===== src/rtl/bm_mem_pkg.sv =====
`default_nettype none
// ============================================================================
// Module      : bm_mem_pkg
// Description : Shared types and width defaults for the bitmatrix memory arbiter.
// Revision    : 1.0 - initial release
// ============================================================================
package bm_mem_pkg;

    localparam int c_BM_COL_W      = 64;
    localparam int c_BM_MEM_ADDR_W = 8;

    typedef enum logic {
        OWN_ENG  = 1'b0,
        OWN_HOST = 1'b1
    } owner_e;

    typedef struct packed {
        logic   valid;
        owner_e owner;
    } rd_tag_t;

endpackage
`default_nettype wire


===== src/rtl/bm_mem_arb_if.sv =====
`default_nettype none
// ============================================================================
// Module      : bm_mem_arb_if
// Description : Engine, host and memory-macro signals of the bitmatrix arbiter.
// Revision    : 1.0 - initial release
// ============================================================================
interface bm_mem_arb_if
    import bm_mem_pkg::*;
#(
    parameter int BM_COL_W      = c_BM_COL_W,
    parameter int BM_MEM_ADDR_W = c_BM_MEM_ADDR_W
);

    logic                     eng_busy;
    logic                     bm_cntl_bm_mem_rd_rq;
    logic [BM_MEM_ADDR_W-1:0] bm_cntl_bm_mem_rd_addr;
    logic                     bm_cntl_gnt;
    logic [BM_COL_W-1:0]      bm_mem_bm_cntl_rd_data;
    logic                     bm_mem_bm_cntl_rd_data_val;
    logic                     host_rq;
    logic                     host_we;
    logic [BM_MEM_ADDR_W-1:0] host_addr;
    logic [BM_COL_W-1:0]      host_wr_data;
    logic                     host_gnt;
    logic [BM_COL_W-1:0]      host_rd_data;
    logic                     host_rd_data_val;
    logic                     mem_en;
    logic                     mem_we;
    logic [BM_MEM_ADDR_W-1:0] mem_addr;
    logic [BM_COL_W-1:0]      mem_wr_data;
    logic [BM_COL_W-1:0]      mem_rd_data;

    // Arbiter side
    modport slave (
        input  eng_busy, bm_cntl_bm_mem_rd_rq, bm_cntl_bm_mem_rd_addr,
        input  host_rq, host_we, host_addr, host_wr_data, mem_rd_data,
        output bm_cntl_gnt, bm_mem_bm_cntl_rd_data, bm_mem_bm_cntl_rd_data_val,
        output host_gnt, host_rd_data, host_rd_data_val,
        output mem_en, mem_we, mem_addr, mem_wr_data
    );

    // Requester and memory side
    modport master (
        output eng_busy, bm_cntl_bm_mem_rd_rq, bm_cntl_bm_mem_rd_addr,
        output host_rq, host_we, host_addr, host_wr_data, mem_rd_data,
        input  bm_cntl_gnt, bm_mem_bm_cntl_rd_data, bm_mem_bm_cntl_rd_data_val,
        input  host_gnt, host_rd_data, host_rd_data_val,
        input  mem_en, mem_we, mem_addr, mem_wr_data
    );

endinterface
`default_nettype wire


===== src/rtl/bm_mem_rd_tag_pipe.sv =====
`default_nettype none
// ============================================================================
// Module      : bm_mem_rd_tag_pipe
// Description : RD_LAT-deep {valid, owner} shift register with return demux.
// Revision    : 1.0 - initial release
// ============================================================================
module bm_mem_rd_tag_pipe
    import bm_mem_pkg::*;
#(
    parameter int BM_COL_W = c_BM_COL_W,
    parameter int RD_LAT   = 2
) (
    input  wire logic                clk,
    input  wire logic                rst,
    input  wire rd_tag_t             i_tag,
    input  wire logic [BM_COL_W-1:0] i_mem_rd_data,
    output logic                     o_eng_val,
    output logic [BM_COL_W-1:0]      o_eng_data,
    output logic                     o_host_val,
    output logic [BM_COL_W-1:0]      o_host_data
);

    rd_tag_t               r_tags [RD_LAT];
    logic [BM_COL_W-1:0]   r_eng_data;
    logic [BM_COL_W-1:0]   r_host_data;
    logic                  w_eng_val;
    logic                  w_host_val;

    // i_tag is taken from the registered command, so the last stage lines up
    // with the memory's data exactly RD_LAT cycles after the grant.
    always_ff @(posedge clk) begin
        if (rst) begin
            for (int i = 0; i < RD_LAT; i++) begin
                r_tags[i] <= '0;
            end
        end else begin
            r_tags[0] <= i_tag;
            for (int i = 1; i < RD_LAT; i++) begin
                r_tags[i] <= r_tags[i-1];
            end
        end
    end

    always_comb begin
        w_eng_val  = 1'b0;
        w_host_val = 1'b0;
        if (r_tags[RD_LAT-1].valid) begin
            w_eng_val  = (r_tags[RD_LAT-1].owner == OWN_ENG);
            w_host_val = (r_tags[RD_LAT-1].owner == OWN_HOST);
        end
    end

    always_ff @(posedge clk) begin
        if (rst) begin
            r_eng_data  <= '0;
            r_host_data <= '0;
        end else begin
            if (w_eng_val) begin
                r_eng_data <= i_mem_rd_data;
            end
            if (w_host_val) begin
                r_host_data <= i_mem_rd_data;
            end
        end
    end

    assign o_eng_val   = w_eng_val;
    assign o_host_val  = w_host_val;
    assign o_eng_data  = w_eng_val  ? i_mem_rd_data : r_eng_data;
    assign o_host_data = w_host_val ? i_mem_rd_data : r_host_data;

endmodule
`default_nettype wire


===== src/rtl/bm_mem_arb.sv =====
`default_nettype none
// ============================================================================
// Module      : bm_mem_arb
// Description : Engine/host arbiter and read sequencer for the bitmatrix memory.
// Revision    : 1.0 - initial release
// ============================================================================
module bm_mem_arb
    import bm_mem_pkg::*;
#(
    parameter int BM_COL_W      = c_BM_COL_W,
    parameter int BM_MEM_ADDR_W = c_BM_MEM_ADDR_W,
    parameter int RD_LAT        = 2,
    parameter int STARVE_LIM    = 4
) (
    input wire logic    clk,
    input wire logic    rst,
    bm_mem_arb_if.slave bus
);

    localparam int                    c_STARVE_W   = $clog2(STARVE_LIM + 1);
    localparam logic [c_STARVE_W-1:0] c_STARVE_MAX = c_STARVE_W'(STARVE_LIM);

    logic                     w_eng_elig;
    logic                     w_host_elig;
    logic                     w_host_win;
    logic                     w_eng_win;
    logic [c_STARVE_W-1:0]    r_starve_cnt;
    logic                     r_eng_gnt;
    logic                     r_host_gnt;
    logic                     r_mem_en;
    logic                     r_mem_we;
    logic [BM_MEM_ADDR_W-1:0] r_mem_addr;
    logic [BM_COL_W-1:0]      r_mem_wr_data;
    rd_tag_t                  w_issue_tag;

    // Host writes sit out while the engine calculates; reads always compete.
    always_comb begin
        w_eng_elig  = bus.bm_cntl_bm_mem_rd_rq;
        w_host_elig = bus.host_rq & (~bus.host_we | ~bus.eng_busy);
        w_host_win  = w_host_elig & (~w_eng_elig | (r_starve_cnt == c_STARVE_MAX));
        w_eng_win   = w_eng_elig & ~w_host_win;
    end

    always_ff @(posedge clk) begin
        if (rst) begin
            r_eng_gnt     <= 1'b0;
            r_host_gnt    <= 1'b0;
            r_mem_en      <= 1'b0;
            r_mem_we      <= 1'b0;
            r_mem_addr    <= '0;
            r_mem_wr_data <= '0;
            r_starve_cnt  <= '0;
        end else begin
            r_eng_gnt  <= w_eng_win;
            r_host_gnt <= w_host_win;
            r_mem_en   <= w_eng_win | w_host_win;
            r_mem_we   <= w_host_win & bus.host_we;
            if (w_host_win) begin
                r_mem_addr <= bus.host_addr;
            end else if (w_eng_win) begin
                r_mem_addr <= bus.bm_cntl_bm_mem_rd_addr;
            end
            if (w_host_win & bus.host_we) begin
                r_mem_wr_data <= bus.host_wr_data;
            end
            if (w_host_win) begin
                r_starve_cnt <= '0;
            end else if (w_host_elig && (r_starve_cnt != c_STARVE_MAX)) begin
                r_starve_cnt <= r_starve_cnt + 1'b1;
            end
        end
    end

    always_comb begin
        w_issue_tag.valid = r_mem_en & ~r_mem_we;
        w_issue_tag.owner = r_host_gnt ? OWN_HOST : OWN_ENG;
    end

    bm_mem_rd_tag_pipe #(
        .BM_COL_W (BM_COL_W),
        .RD_LAT   (RD_LAT)
    ) u_rd_tag_pipe (
        .clk           (clk),
        .rst           (rst),
        .i_tag         (w_issue_tag),
        .i_mem_rd_data (bus.mem_rd_data),
        .o_eng_val     (bus.bm_mem_bm_cntl_rd_data_val),
        .o_eng_data    (bus.bm_mem_bm_cntl_rd_data),
        .o_host_val    (bus.host_rd_data_val),
        .o_host_data   (bus.host_rd_data)
    );

    assign bus.bm_cntl_gnt = r_eng_gnt;
    assign bus.host_gnt    = r_host_gnt;
    assign bus.mem_en      = r_mem_en;
    assign bus.mem_we      = r_mem_we;
    assign bus.mem_addr    = r_mem_addr;
    assign bus.mem_wr_data = r_mem_wr_data;

endmodule
`default_nettype wire


===== src/flat_wrapper.sv =====
// flat-port wrapper written by rule: the top's interface ports become plain ports
module bm_mem_arb_flat import bm_mem_pkg::*;
#(
    parameter int BM_COL_W      = c_BM_COL_W,
    parameter int BM_MEM_ADDR_W = c_BM_MEM_ADDR_W,
    parameter int RD_LAT        = 2,
    parameter int STARVE_LIM    = 4
)
  (clk, rst, bus_eng_busy, bus_bm_cntl_bm_mem_rd_rq, bus_bm_cntl_bm_mem_rd_addr, bus_host_rq, bus_host_we, bus_host_addr, bus_host_wr_data, bus_mem_rd_data, bus_bm_cntl_gnt, bus_bm_mem_bm_cntl_rd_data, bus_bm_mem_bm_cntl_rd_data_val, bus_host_gnt, bus_host_rd_data, bus_host_rd_data_val, bus_mem_en, bus_mem_we, bus_mem_addr, bus_mem_wr_data);
  bm_mem_arb_if #(.BM_COL_W(BM_COL_W), .BM_MEM_ADDR_W(BM_MEM_ADDR_W)) bus_i ();
  input wire logic clk;
  input wire logic rst;
  input wire logic [$bits(bus_i.eng_busy)-1:0] bus_eng_busy;
  input wire logic [$bits(bus_i.bm_cntl_bm_mem_rd_rq)-1:0] bus_bm_cntl_bm_mem_rd_rq;
  input wire logic [$bits(bus_i.bm_cntl_bm_mem_rd_addr)-1:0] bus_bm_cntl_bm_mem_rd_addr;
  input wire logic [$bits(bus_i.host_rq)-1:0] bus_host_rq;
  input wire logic [$bits(bus_i.host_we)-1:0] bus_host_we;
  input wire logic [$bits(bus_i.host_addr)-1:0] bus_host_addr;
  input wire logic [$bits(bus_i.host_wr_data)-1:0] bus_host_wr_data;
  input wire logic [$bits(bus_i.mem_rd_data)-1:0] bus_mem_rd_data;
  output wire logic [$bits(bus_i.bm_cntl_gnt)-1:0] bus_bm_cntl_gnt;
  output wire logic [$bits(bus_i.bm_mem_bm_cntl_rd_data)-1:0] bus_bm_mem_bm_cntl_rd_data;
  output wire logic [$bits(bus_i.bm_mem_bm_cntl_rd_data_val)-1:0] bus_bm_mem_bm_cntl_rd_data_val;
  output wire logic [$bits(bus_i.host_gnt)-1:0] bus_host_gnt;
  output wire logic [$bits(bus_i.host_rd_data)-1:0] bus_host_rd_data;
  output wire logic [$bits(bus_i.host_rd_data_val)-1:0] bus_host_rd_data_val;
  output wire logic [$bits(bus_i.mem_en)-1:0] bus_mem_en;
  output wire logic [$bits(bus_i.mem_we)-1:0] bus_mem_we;
  output wire logic [$bits(bus_i.mem_addr)-1:0] bus_mem_addr;
  output wire logic [$bits(bus_i.mem_wr_data)-1:0] bus_mem_wr_data;
  assign bus_i.eng_busy = bus_eng_busy;
  assign bus_i.bm_cntl_bm_mem_rd_rq = bus_bm_cntl_bm_mem_rd_rq;
  assign bus_i.bm_cntl_bm_mem_rd_addr = bus_bm_cntl_bm_mem_rd_addr;
  assign bus_i.host_rq = bus_host_rq;
  assign bus_i.host_we = bus_host_we;
  assign bus_i.host_addr = bus_host_addr;
  assign bus_i.host_wr_data = bus_host_wr_data;
  assign bus_i.mem_rd_data = bus_mem_rd_data;
  assign bus_bm_cntl_gnt = bus_i.bm_cntl_gnt;
  assign bus_bm_mem_bm_cntl_rd_data = bus_i.bm_mem_bm_cntl_rd_data;
  assign bus_bm_mem_bm_cntl_rd_data_val = bus_i.bm_mem_bm_cntl_rd_data_val;
  assign bus_host_gnt = bus_i.host_gnt;
  assign bus_host_rd_data = bus_i.host_rd_data;
  assign bus_host_rd_data_val = bus_i.host_rd_data_val;
  assign bus_mem_en = bus_i.mem_en;
  assign bus_mem_we = bus_i.mem_we;
  assign bus_mem_addr = bus_i.mem_addr;
  assign bus_mem_wr_data = bus_i.mem_wr_data;
  bm_mem_arb #(.BM_COL_W(BM_COL_W), .BM_MEM_ADDR_W(BM_MEM_ADDR_W), .RD_LAT(RD_LAT), .STARVE_LIM(STARVE_LIM)) u_core (.clk(clk), .rst(rst), .bus(bus_i));
endmodule

===== config.mk =====
export PLATFORM = sky130hd
export DESIGN_NAME = bm_mem_arb_flat
export DESIGN_NICKNAME = d
export VERILOG_FILES = /design/src/rtl/bm_mem_pkg.sv /design/src/rtl/bm_mem_arb_if.sv /design/src/rtl/bm_mem_rd_tag_pipe.sv /design/src/rtl/bm_mem_arb.sv /design/src/flat_wrapper.sv
export SDC_FILE = /design/constraint.sdc
export NUM_CORES = 1
export LEC_CHECK = 0
export BUFFER_PORTS_ARGS = -buffer_cell sky130_fd_sc_hd__buf_2
export CAP_MARGIN = 15
export CORE_AREA = 2 2 140 142
export CTS_BUF_LIST = sky130_fd_sc_hd__clkbuf_16
export DETAILED_ROUTE_END_ITERATION = 12
export DIE_AREA = 0 0 142 144
export GPL_ROUTABILITY_DRIVEN = 0
export PLACE_DENSITY = 0.76
export SLEW_MARGIN = 25
export SYNTH_ARGS = -nofsm -noshare
export SYNTH_HDL_FRONTEND = slang
export SYNTH_SLANG_ARGS = --single-unit

===== constraint.sdc =====
create_clock -name clk -period 2.4 [get_ports clk]
set_input_delay 0.48 -clock clk [delete_from_list [all_inputs] [get_ports clk]]
set_output_delay 0.48 -clock clk [all_outputs]
set_load 0.02 [all_outputs]

==> results.md <==
- FP Rows: 51
- Clk slew on worst S/H paths: roughly 60 ps
- M1 wire length: approximately 10000 um
- Worst EP arrival: approximately 1900 ps
- Vias/cell: 5.228
- Number of top-level pins: around 360
- Layout cell share with drive strength beyond 1: 47.57%
- Largest cells by area after synthesis: dfxtp_1 49%, mux2_4 15%, and2_1 9.4%
- 1st-iter DRT viols: 323
- Uppermost routed layer: met4
- Min-Delay Path Class: input pin to flop
- Synthesis Warnings: 0
- Share of the synthesized area in the top cell type: ~50%
- WL met3: around 2100 um
- Worst Clk Skew: between 10 and 15 ps
- Worst r2r dst: u_core.u_rd_tag_pipe.r_eng_data[43]$_SDFF_PP0_
- Most frequent cells in the layout: 307 x buf_2, 209 x dfxtp_1, 129 x and2_1, 107 x mux2_4, 74 x nand3_1
- GRT Total Usage: a little over a fifth
- TritonCTS clock tree: done
- Initial Util: around 45%
- Worst path required time: 1920 ps
- Crit Path Category: flop to primary output
- Remaining antenna violation count: 0
- Area Overhead vs Synth: 37.54%
- Critical path startpoint category: flop
- Syn Std Cell Area: 0.008620 sq mm
- Post-synth cell types: 30
- Final nets: between 1000 and 1500
- DP HPWL: 16320 um
- Total Power: between 7 and 8 mW
- Endpoints failing setup: 0
- Mean Syn Cell Area: 10.72 sq um
- P_leak: approximately 5.7 nW
- Nature of the critical path endpoint: primary output
- Critical path's top delay family: buffers and inverters
- Die area: ~0.02 sq mm
- Worst r2r src: u_core.u_rd_tag_pipe.r_tags[0][3]$_SDFF_PP0_
- Final Core Density: roughly 62%
- Worst hold endpoint: u_core.bus.mem_wr_data[54]$_SDFFE_PP0P_
- Commonest non-fill, non-tap cell in the layout: buf_2
- Final hold viol count: 0
- Yosys reg bits: between 200 and 250
- Hold path depth: 3
- Routed wire length: between 20000 and 30000 um
- Initial antenna violation count: 1
- Maximum vdd drop: between 0.5 and 0.6 mV
- Worst-Margin Slew: ~800 ps
- Die Y: approximately 140 um
- Critical Path Start: u_core.u_rd_tag_pipe.r_tags[0][3]$_SDFF_PP0_
- Drc violations: 0
- Post-synthesis sequential area ratio: about half
- TritonCTS buffer count: 23
- Reg2Reg Setup Slack: roughly 800 ps
- Hold_sp: bus_host_wr_data[54]
- Chip width: 142 um
- Critical Path, Cell by Cell: nor2b_4 -> buf_12 -> clkbuf_16 -> mux2_4 -> buf_6
- DR vias: ~7300
- Pins Over Slew Limit: 0
- 1st-pass router iterations: 6
- Number of global-route vias before repair: around 7000
- Crit-path max FO: 7
- Power per Cell Area: 651.9 mW/mm^2
- PortBufs: between 300 and 400
- Worst hold slack: between 200 and 250 ps
- CTS max path bufs: 3
- Achievable Freq: 417.3 MHz
- Hold-fix buffers at CTS: 0
- Slew HR: between 40% and 50%
- Area leader, netlist: dfxtp_1
- Routed WL per cell: about 18 um
- Status: finished, final reports clean
- First-pass GRT wire length: approximately 36000 um
- Final worst-path cycle share: approximately 100%
- Core area: around 0.019 sq mm
- Met2 WL: 12790 um
- Largest stage delay, worst path: between 300 and 400 ps
- Global route total overflow: 0
- Largest net degree at the start of global routing: between 70 and 80
- Root Buffer: clkbuf_16
- Syn_nets: 956
- Clock Sinks: 211
- Post-Synthesis Cells: 804
- Fin crit period: between 2000 and 2500 ps
- Total negative setup slack: 0 ps
- MaxCap Viol Count: 0
- Unrepaired setup endpoints after global routing: yes
- CTS HTree Levels: 1
- CP bufs+invs: 3
- Clock Latency Late Sink: approximately 500 ps
- Slowest cell on the critical path: dfxtp_4
- FF-to-FF path depth: 6
==> final cells by class <==
| cell class | count | area, sq um |
|---|---|---|
| Antenna cell | 1 | 2.502 |
| Clock buffer | 23 | 575.6 |
| Clock inverter | 15 | 120.1 |
| Fill cell | 1539 | 7224 |
| Inverter | 4 | 15.01 |
| Multi-Input combinational cell | 517 | 4096 |
| Sequential cell | 211 | 4229 |
| Tap cell | 238 | 297.8 |
| Timing Repair Buffer | 382 | 2519 |
==> worst reg2reg max path, stage by stage (launching register included) <==
cell and delay, ps:
dfxtp_4 370, nor2b_4 220, buf_12 170, buf_12 150
mux2_4 320, buf_4 130, and2_1 140
==> Yosys cell counts <==
library cell,n
dfxtp_1,211
o211a_1,1
and2_1,129
buf_2,16
clkbuf_1,38
ha_1,2
nor2b_4,1
a21oi_1,67
buf_6,12
a31oi_1,8
a21boi_0,1
nor3b_1,2
clkinv_1,1
nor3_1,1
nor2b_1,3
inv_1,3
nor2_1,2
o21ai_0,73
mux2_4,87
clkbuf_2,3
nand4b_1,9
nand3b_1,1
nand3_1,74
a21boi_2,1
buf_1,3
and3b_1,1
mux2_2,41
o31ai_1,8
nand2_1,3
a21bo_2,2
==> worst max-delay path by stage <==
stage	end	slack, ps	cells past startpoint
finish	bus_bm_mem_bm_cntl_rd_data[27]	3	5
global route	bus_bm_mem_bm_cntl_rd_data[38]	-60	5
CTS	bus_host_rd_data[63]	-30	4
detailed placement	bus_bm_mem_bm_cntl_rd_data[63]	330	4
global placement	bus_bm_mem_bm_cntl_rd_data[63]	380	4
floorplan	bus_bm_mem_bm_cntl_rd_data[30]	770	4
==> logic make-up (layout without fill, tap and decap cells) <==
kind of cell | count (synthesis) | in the layout | share of synthesized area (%)
mux | 128 | 128 | 20.51
fa+ha+maj | 2 | 2 | 0.2903
flops | 211 | 211 | 49.01
other cells | 0 | 1 | 0
buf+inv | 76 | 424 | 4.631
compound gates | 161 | 161 | 9.972
simple gates | 226 | 226 | 15.59
==> metal layers <==
metal	GRT usage, %	vias to the layer above
met2	38.34	339
met3	5.960	57
met1	25.27	3426
met4	8.053	0
met5	0	-
li1	-	3450
==> through the flow <==
stage,instances,area [sq um],setup WS [ps]
finish,1391,11860,3.455
CTS,1385,11350,-31.76
detailed placement,1341,10560,334.9
floorplan,804,8620,767.3
global route,1391,11860,-62.84
global placement,1341,10560,378.2
==> power by group <==
group          internal [mW]  leakage [nW]  switching, mW
Clock                   1.94         0.357           1.35
Sequential              3.57          1.71         0.0315
Combinational          0.376          3.62          0.456
Total                   5.89          5.69           1.84
==> sequential cells by signal (all words and copies together), names as in the netlist <==
register	flops
u_core.bus.bm_cntl_gnt	1
u_core.bus.host_gnt	1
u_core.bus.mem_addr	8
u_core.bus.mem_en	1
u_core.bus.mem_we	1
u_core.bus.mem_wr_data	64
u_core.r_starve_cnt	3
u_core.u_rd_tag_pipe.r_eng_data	64
u_core.u_rd_tag_pipe.r_host_data	64
u_core.u_rd_tag_pipe.r_tags	4
==> what timing repair did <==
item / 4_1_cts / 5_1_grt
gates resized for setup: 5 / 122
setup buffers: 4 / 1
gates cloned: 2 / 4
endpoints found under the setup margin: 69 / 78
No activity file was read; power rests on OpenSTA's default activity.
